File: src/rtl/tcam_rule_loader.sv
// Buffers host rule writes in a small FIFO and sequences them onto the TCAM set interface.
// Optional feature macro: TCAM_SEARCH_HOLD_EN (search stall during update plus DRAIN-cycle gap).
module tcam_rule_loader #(
    parameter int IDWID     = 8,
    parameter int TOTALWID  = 125,
    parameter int FIFO_AWID = 2,
    parameter int TIMEOUT   = 64,
    parameter int DRAIN     = 10
) (
    input  logic                clk,
    input  logic                rst,
    input  logic                i_Req_Valid,
    output logic                o_Req_Ready,
    input  logic [IDWID-1:0]    i_Req_ID,
    input  logic [TOTALWID-1:0] i_Req_String,
    output logic [IDWID-1:0]    o_Set_ID,
    output logic [TOTALWID-1:0] o_Set_String,
    output logic                o_Set_Enable,
    input  logic                i_Set_Done,
    output logic                o_Busy,
    output logic                o_Search_Hold,
    output logic [15:0]         o_Update_Count,
    output logic                o_Err_Timeout,
    input  logic                i_Err_Clear
);
    localparam int DEPTH   = 1 << FIFO_AWID;
    localparam int CNT_MAX = (TIMEOUT > DRAIN) ? TIMEOUT : DRAIN;
    localparam int CNTW    = $clog2(CNT_MAX + 1);
`ifdef TCAM_SEARCH_HOLD_EN
    localparam logic HOLD_EN = 1'b1;
    localparam int   GAP_LEN = DRAIN;
`else
    localparam logic HOLD_EN = 1'b0;
    localparam int   GAP_LEN = 1;
`endif
    // The counter is checked one short of TIMEOUT-1 so the flag is visible TIMEOUT cycles after ISSUE.
    localparam logic [CNTW-1:0]      TIMEOUT_LAST = CNTW'(TIMEOUT - 2);
    localparam logic [CNTW-1:0]      GAP_LAST     = CNTW'(GAP_LEN - 1);
    localparam logic [CNTW-1:0]      CNT_ONE      = CNTW'(1'b1);
    localparam logic [FIFO_AWID:0]   PTR_ONE      = {{FIFO_AWID{1'b0}}, 1'b1};

    typedef enum logic [1:0] {
        IDLE  = 2'd0,
        ISSUE = 2'd1,
        WAIT  = 2'd2,
        GAP   = 2'd3
    } state_t;

    state_t                        state_r;
    logic [IDWID+TOTALWID-1:0]     mem_r [DEPTH];
    logic [FIFO_AWID:0]            wr_ptr_r;
    logic [FIFO_AWID:0]            rd_ptr_r;
    logic [CNTW-1:0]               cnt_r;
    logic [IDWID-1:0]              set_id_r;
    logic [TOTALWID-1:0]           set_string_r;
    logic                          set_enable_r;
    logic                          hold_r;
    logic [15:0]                   count_r;
    logic                          err_r;
    logic                          full_s;
    logic                          empty_s;
    logic                          push_s;
    logic                          pop_s;
    logic                          timeout_s;
    logic                          gap_last_s;
    logic [IDWID+TOTALWID-1:0]     head_s;

    assign full_s     = (wr_ptr_r[FIFO_AWID] != rd_ptr_r[FIFO_AWID]) &&
                        (wr_ptr_r[FIFO_AWID-1:0] == rd_ptr_r[FIFO_AWID-1:0]);
    assign empty_s    = (wr_ptr_r == rd_ptr_r);
    assign push_s     = i_Req_Valid && !full_s;
    assign pop_s      = (state_r == IDLE) && !empty_s;
    assign timeout_s  = (state_r == WAIT) && !i_Set_Done && (cnt_r == TIMEOUT_LAST);
    assign gap_last_s = (cnt_r == GAP_LAST);
    assign head_s     = mem_r[rd_ptr_r[FIFO_AWID-1:0]];

    assign o_Req_Ready    = !full_s;
    assign o_Busy         = (state_r != IDLE) || !empty_s;
    assign o_Set_ID       = set_id_r;
    assign o_Set_String   = set_string_r;
    assign o_Set_Enable   = set_enable_r;
    assign o_Search_Hold  = hold_r;
    assign o_Update_Count = count_r;
    assign o_Err_Timeout  = err_r;

    // FIFO storage; contents need no reset because the pointers define validity.
    always_ff @(posedge clk) begin
        if (push_s) begin
            mem_r[wr_ptr_r[FIFO_AWID-1:0]] <= {i_Req_ID, i_Req_String};
        end
    end

    // FIFO pointers, wrapping naturally at FIFO_AWID+1 bits.
    always_ff @(posedge clk or negedge rst) begin
        if (!rst) begin
            wr_ptr_r <= '0;
            rd_ptr_r <= '0;
        end else begin
            if (push_s) wr_ptr_r <= wr_ptr_r + PTR_ONE;
            if (pop_s)  rd_ptr_r <= rd_ptr_r + PTR_ONE;
        end
    end

    // Update sequencer with registered set interface, hold and counters.
    always_ff @(posedge clk or negedge rst) begin
        if (!rst) begin
            state_r      <= IDLE;
            cnt_r        <= '0;
            set_id_r     <= '0;
            set_string_r <= '0;
            set_enable_r <= 1'b0;
            hold_r       <= 1'b0;
            count_r      <= 16'd0;
        end else begin
            case (state_r)
                IDLE: begin
                    if (pop_s) begin
                        {set_id_r, set_string_r} <= head_s;
                        set_enable_r <= 1'b1;
                        hold_r       <= HOLD_EN;
                        state_r      <= ISSUE;
                    end else begin
                        set_enable_r <= 1'b0;
                        hold_r       <= 1'b0;
                    end
                end
                ISSUE: begin
                    set_enable_r <= 1'b0;
                    cnt_r        <= '0;
                    hold_r       <= HOLD_EN;
                    state_r      <= WAIT;
                end
                WAIT: begin
                    hold_r <= HOLD_EN;
                    if (i_Set_Done) begin
                        count_r <= count_r + 16'd1;
                        cnt_r   <= '0;
                        state_r <= GAP;
                    end else if (timeout_s) begin
                        cnt_r   <= '0;
                        state_r <= GAP;
                    end else begin
                        cnt_r <= cnt_r + CNT_ONE;
                    end
                end
                GAP: begin
                    if (gap_last_s) begin
                        cnt_r   <= '0;
                        hold_r  <= 1'b0;
                        state_r <= IDLE;
                    end else begin
                        cnt_r  <= cnt_r + CNT_ONE;
                        hold_r <= HOLD_EN;
                    end
                end
                default: begin
                    set_enable_r <= 1'b0;
                    hold_r       <= 1'b0;
                    state_r      <= IDLE;
                end
            endcase
        end
    end

    // Sticky timeout flag; a timeout in the same cycle as a clear wins.
    always_ff @(posedge clk or negedge rst) begin
        if (!rst) begin
            err_r <= 1'b0;
        end else if (timeout_s) begin
            err_r <= 1'b1;
        end else if (i_Err_Clear) begin
            err_r <= 1'b0;
        end
    end
endmodule

File: config.mk
export PLATFORM = sky130hd
export DESIGN_NAME = tcam_rule_loader
export DESIGN_NICKNAME = d
export VERILOG_FILES = /design/src/rtl/tcam_rule_loader.sv
export SDC_FILE = /design/constraint.sdc
export NUM_CORES = 1
export LEC_CHECK = 0
export ABC_AREA = 1
export BUFFER_PORTS_ARGS = -buffer_cell sky130_fd_sc_hd__buf_4
export CAP_MARGIN = 20
export CORE_ASPECT_RATIO = 1.4
export CORE_UTILIZATION = 28
export DETAILED_ROUTE_END_ITERATION = 12
export HOLD_SLACK_MARGIN = 0.06
export PLACE_DENSITY = 0.55
export REMOVE_ABC_BUFFERS = 1
export SYNTH_ARGS = -nofsm -noshare
export SYNTH_HDL_FRONTEND = slang
export SYNTH_SLANG_ARGS = --single-unit
File: constraint.sdc
create_clock -name clk -period 10.4 [get_ports clk]
set_input_delay 2.6 -clock clk [delete_from_list [all_inputs] [get_ports clk]]
set_output_delay 2.6 -clock clk [all_outputs]
set_load 0.01 [all_outputs]
==> impl_metrics.py <==
metrics = {
    "finish": {
        "final_cell_mix": "nor2_1 (556), edfxtp_1 (532), buf_4 (303)",
        "register_area_sq_um": 20100,
        "drive_gt1_share_pct": 18.0,
        "final_common_cell": "nor2_1",
        "area.growth.synth_to_final_pct": 21.5,
        "multi_input_area_sq_um": 5780,
        "fillers": 9118,
        "fin_cells": 3623,
        "nets": 2496,
        "final_area_sq_um": 32400,
    },
    "setup_path": {
        "critPathMaxFanout": 80,
        "critPathRequiredTime_ns": 7.80,
        "crit_top_cell": "buf_4",
        "cp_slowest_cell": "buf_4",
        "reg2reg_from": "rd_ptr_r[1]$_DFFE_PN0P_",
        "critPathKind": "register to output port",
        "reg2regPathDepth": 9,
        "crit_chain": "buf_4, inv_4, nand2_1, nand2_2, nand4_1, buf_4",
        "cp-end-kind": "output port",
        "arrival_ns": 3.21,
        "cp-start-kind": "register",
        "rr_endpoint": "o_Set_String[79]$_DFFE_PN0P_",
        "reg2reg_slack_ns": 6.16,
        "crit_path_max_incr_delay_ns": 0.76,
    },
    "die": {
        "core_area_sq_um": 94200,
        "die_w_um": 263,
        "fp.dieH_um": 367,
        "dieArea_sq_um": 96600,
        "initial_core_util_pct": 28.3,
        "rows": 133,
        "ios": 292,
    },
    "global_routing": {
        "grt_overflow": 0,
        "grt_max_degree": 167,
        "grt_util_all_layers_pct": 14.4,
        "grt_pass1_wl_um": 106000,
        "antenna_found_initial": 5,
        "grt_pass1_vias": 17700,
    },
    "synth": {
        "yosysTopAreaCell": "edfxtp_1",
        "ys_seq_area_share_pct": 75.4,
        "synth.top_cell.area_share_pct": 59.8,
        "syn_area_sq_um": 26700,
        "synth_area_leaders": "edfxtp_1 (60%), dfrtp_1 (16%), nor2_1 (7.9%), o21ai_0 (5.1%), o22ai_1 (3.1%)",
        "ys_ff_latch": 698,
        "avgSynthCellArea_sq_um": 12.7,
        "synth.distinct_cells": 28,
        "syn_inst": 2094,
        "ys_warn_count": 0,
    },
    "timing": {
        "setup_viol": 0,
        "fin_crit_sh_pct": 55.9,
        "slew_violations": 0,
        "max_slew_margin_pct": 27.1,
        "fin_crit_ns": 5.81,
        "timing.fmax_mhz": 172,
        "skew_ns": 0.0190,
        "tightest_slew_ns": 1.09,
        "finalHoldViolCount": 0,
        "rsz0062_at_grt": "false",
    },
    "job": {
        "maxCapViolations": 0,
    },
    "clock_network": {
        "cts-root-buf": "clkbuf_16",
        "cts_resized": 0,
        "clkSinkCount": 698,
        "cts_buffers": 75,
        "cts_tree": "done",
        "ctsHoldBuffers": 0,
        "cts_setup_buffers": 0,
        "path_clk_slew_ns": 0.06,
        "htreeDepth": 3,
        "clock_path_buffers": 3,
        "insertion_delay_ns": 0.65,
    },
    "drt": {
        "wl_per_cell_um": 19.4,
        "dr.pass1.iters": 5,
        "ant_nets": 0,
        "vias": 17200,
        "vias_per_cell": 4.74,
        "drcViolationCount": 0,
        "drt_first_iter_violations": 1023,
        "wl_um": 70100,
    },
    "power": {
        "peakVddDrop_uv": 342,
        "power_mw": 10.2,
        "p_leak_nw": 11.7,
        "power_density_nw_per_um2": 314,
    },
    "placement": {
        "placed_area_sq_um": 29900,
        "portBuffers": 290,
        "place_congestion": 0.747,
        "hpwl_um": 38300,
        "dp.cells": 3483,
    },
    "outcome": {
        "status": "completed",
    },
    "worst_hold_path": {
        "min_to": "o_Set_String[109]$_DFFE_PN0P_",
        "min_from": "o_Set_String[109]$_DFFE_PN0P_",
        "hold_depth": 2,
        "hold_path.class": "register to register",
    },
}
[metal layers]
layer / GRT usage (%) / part of all wire, % / vias up / wire length, um
met5: 0 / 0.038 / - / 27
met4: 6.10 / 2.9 / 4 / 2020
met3: 3.31 / 5.5 / 115 / 3850
met2: 25.2 / 51 / 418 / 35700
met1: 16.9 / 41 / 8656 / 28600
li1: - / - / 7984 / -
[area by class of cell]
cell class              instances  share of cell area [%]
flip-flops and latches        698                    62.1
multi-input cells            1226                    17.8
repair buffers                308                    7.30
clock buffers                 114                    6.97
well taps                    1215                    4.69
clock inverters                23                   0.660
inverters                      36                   0.448
diodes                          3                  0.0232
[worst max path at each step]
stage / startpoint / to / cells after the start
floorplan: rd_ptr_r[0]$_DFFE_PN0P_ / mem_r[0][0]$_DFFE_PP_ / 4
global placement: rd_ptr_r[1]$_DFFE_PN0P_ / o_Busy / 6
detailed placement: rd_ptr_r[1]$_DFFE_PN0P_ / o_Req_Ready / 6
CTS: rd_ptr_r[1]$_DFFE_PN0P_ / o_Req_Ready / 6
global route: rd_ptr_r[1]$_DFFE_PN0P_ / o_Req_Ready / 6
finish: rd_ptr_r[1]$_DFFE_PN0P_ / o_Req_Ready / 6
[Yosys cell counts]
| library cell | number |
|---|---|
| nor2_1 | 560 |
| edfxtp_1 | 532 |
| o21ai_0 | 270 |
| dfrtp_1 | 166 |
| a21oi_1 | 139 |
| o22ai_1 | 133 |
| nand2_1 | 65 |
| clkbuf_1 | 62 |
| buf_2 | 35 |
| inv_1 | 34 |
| buf_4 | 29 |
| nand3_1 | 18 |
| ha_1 | 13 |
| xor2_1 | 11 |
| buf_6 | 7 |
| nand4_1 | 4 |
| xnor2_1 | 4 |
| nand2_2 | 2 |
| and2_1 | 1 |
| buf_1 | 1 |
| conb_1 | 1 |
| inv_2 | 1 |
| inv_4 | 1 |
| nand3_4 | 1 |
| nand3b_1 | 1 |
| nor3_1 | 1 |
| o21ai_1 | 1 |
| xnor2_4 | 1 |
[worst max-delay path: cells and delay by family, from the launching register on]
kind	cells	cell delay, ns
buffers and inverters	3	1.53
DFF	1	0.39
and+or+nand+nor	3	0.62
[through the flow]
stage	setup slack (ns)	util (%)	setup TNS [ns]	hold WS, ns
global placement	5.15	31.8	0	0.483
finish	4.59	34.4	0	0.509
detailed placement	5.22	31.8	0	0.498
floorplan	-0.444	-	-236.43	0.490
global route	4.31	34.4	0	0.535
CTS	4.42	34.4	0	0.514
[registers in the layout (all words and copies together) (netlist names)]
name / flops
o_Update_Count: 16
state_r: 2
o_Set_String: 125
mem_r: 532
wr_ptr_r: 3
o_Set_ID: 8
o_Set_Enable: 1
rd_ptr_r: 3
cnt_r: 7
o_Err_Timeout: 1
[logic make-up (layout without fill, tap and decap cells)]
family | count (synthesis) | count (layout) | synth area share (%)
compound gates | 543 | 543 | 10.8
buf+inv | 170 | 481 | 3.17
simple gates | 653 | 653 | 9.40
flops | 698 | 698 | 75.4
other cells | 1 | 4 | 0.0140
xor+xnor | 16 | 16 | 0.595
fa+ha+maj | 13 | 13 | 0.609
[where the power goes]
group	switching, mW	total, mW	internal (mW)
combinational	2.31	3.40	1.10
sequential	0.285	4.10	3.81
clock	1.09	2.66	1.58
total	3.68	10.2	6.49
No activity file was read; power rests on OpenSTA's default activity.
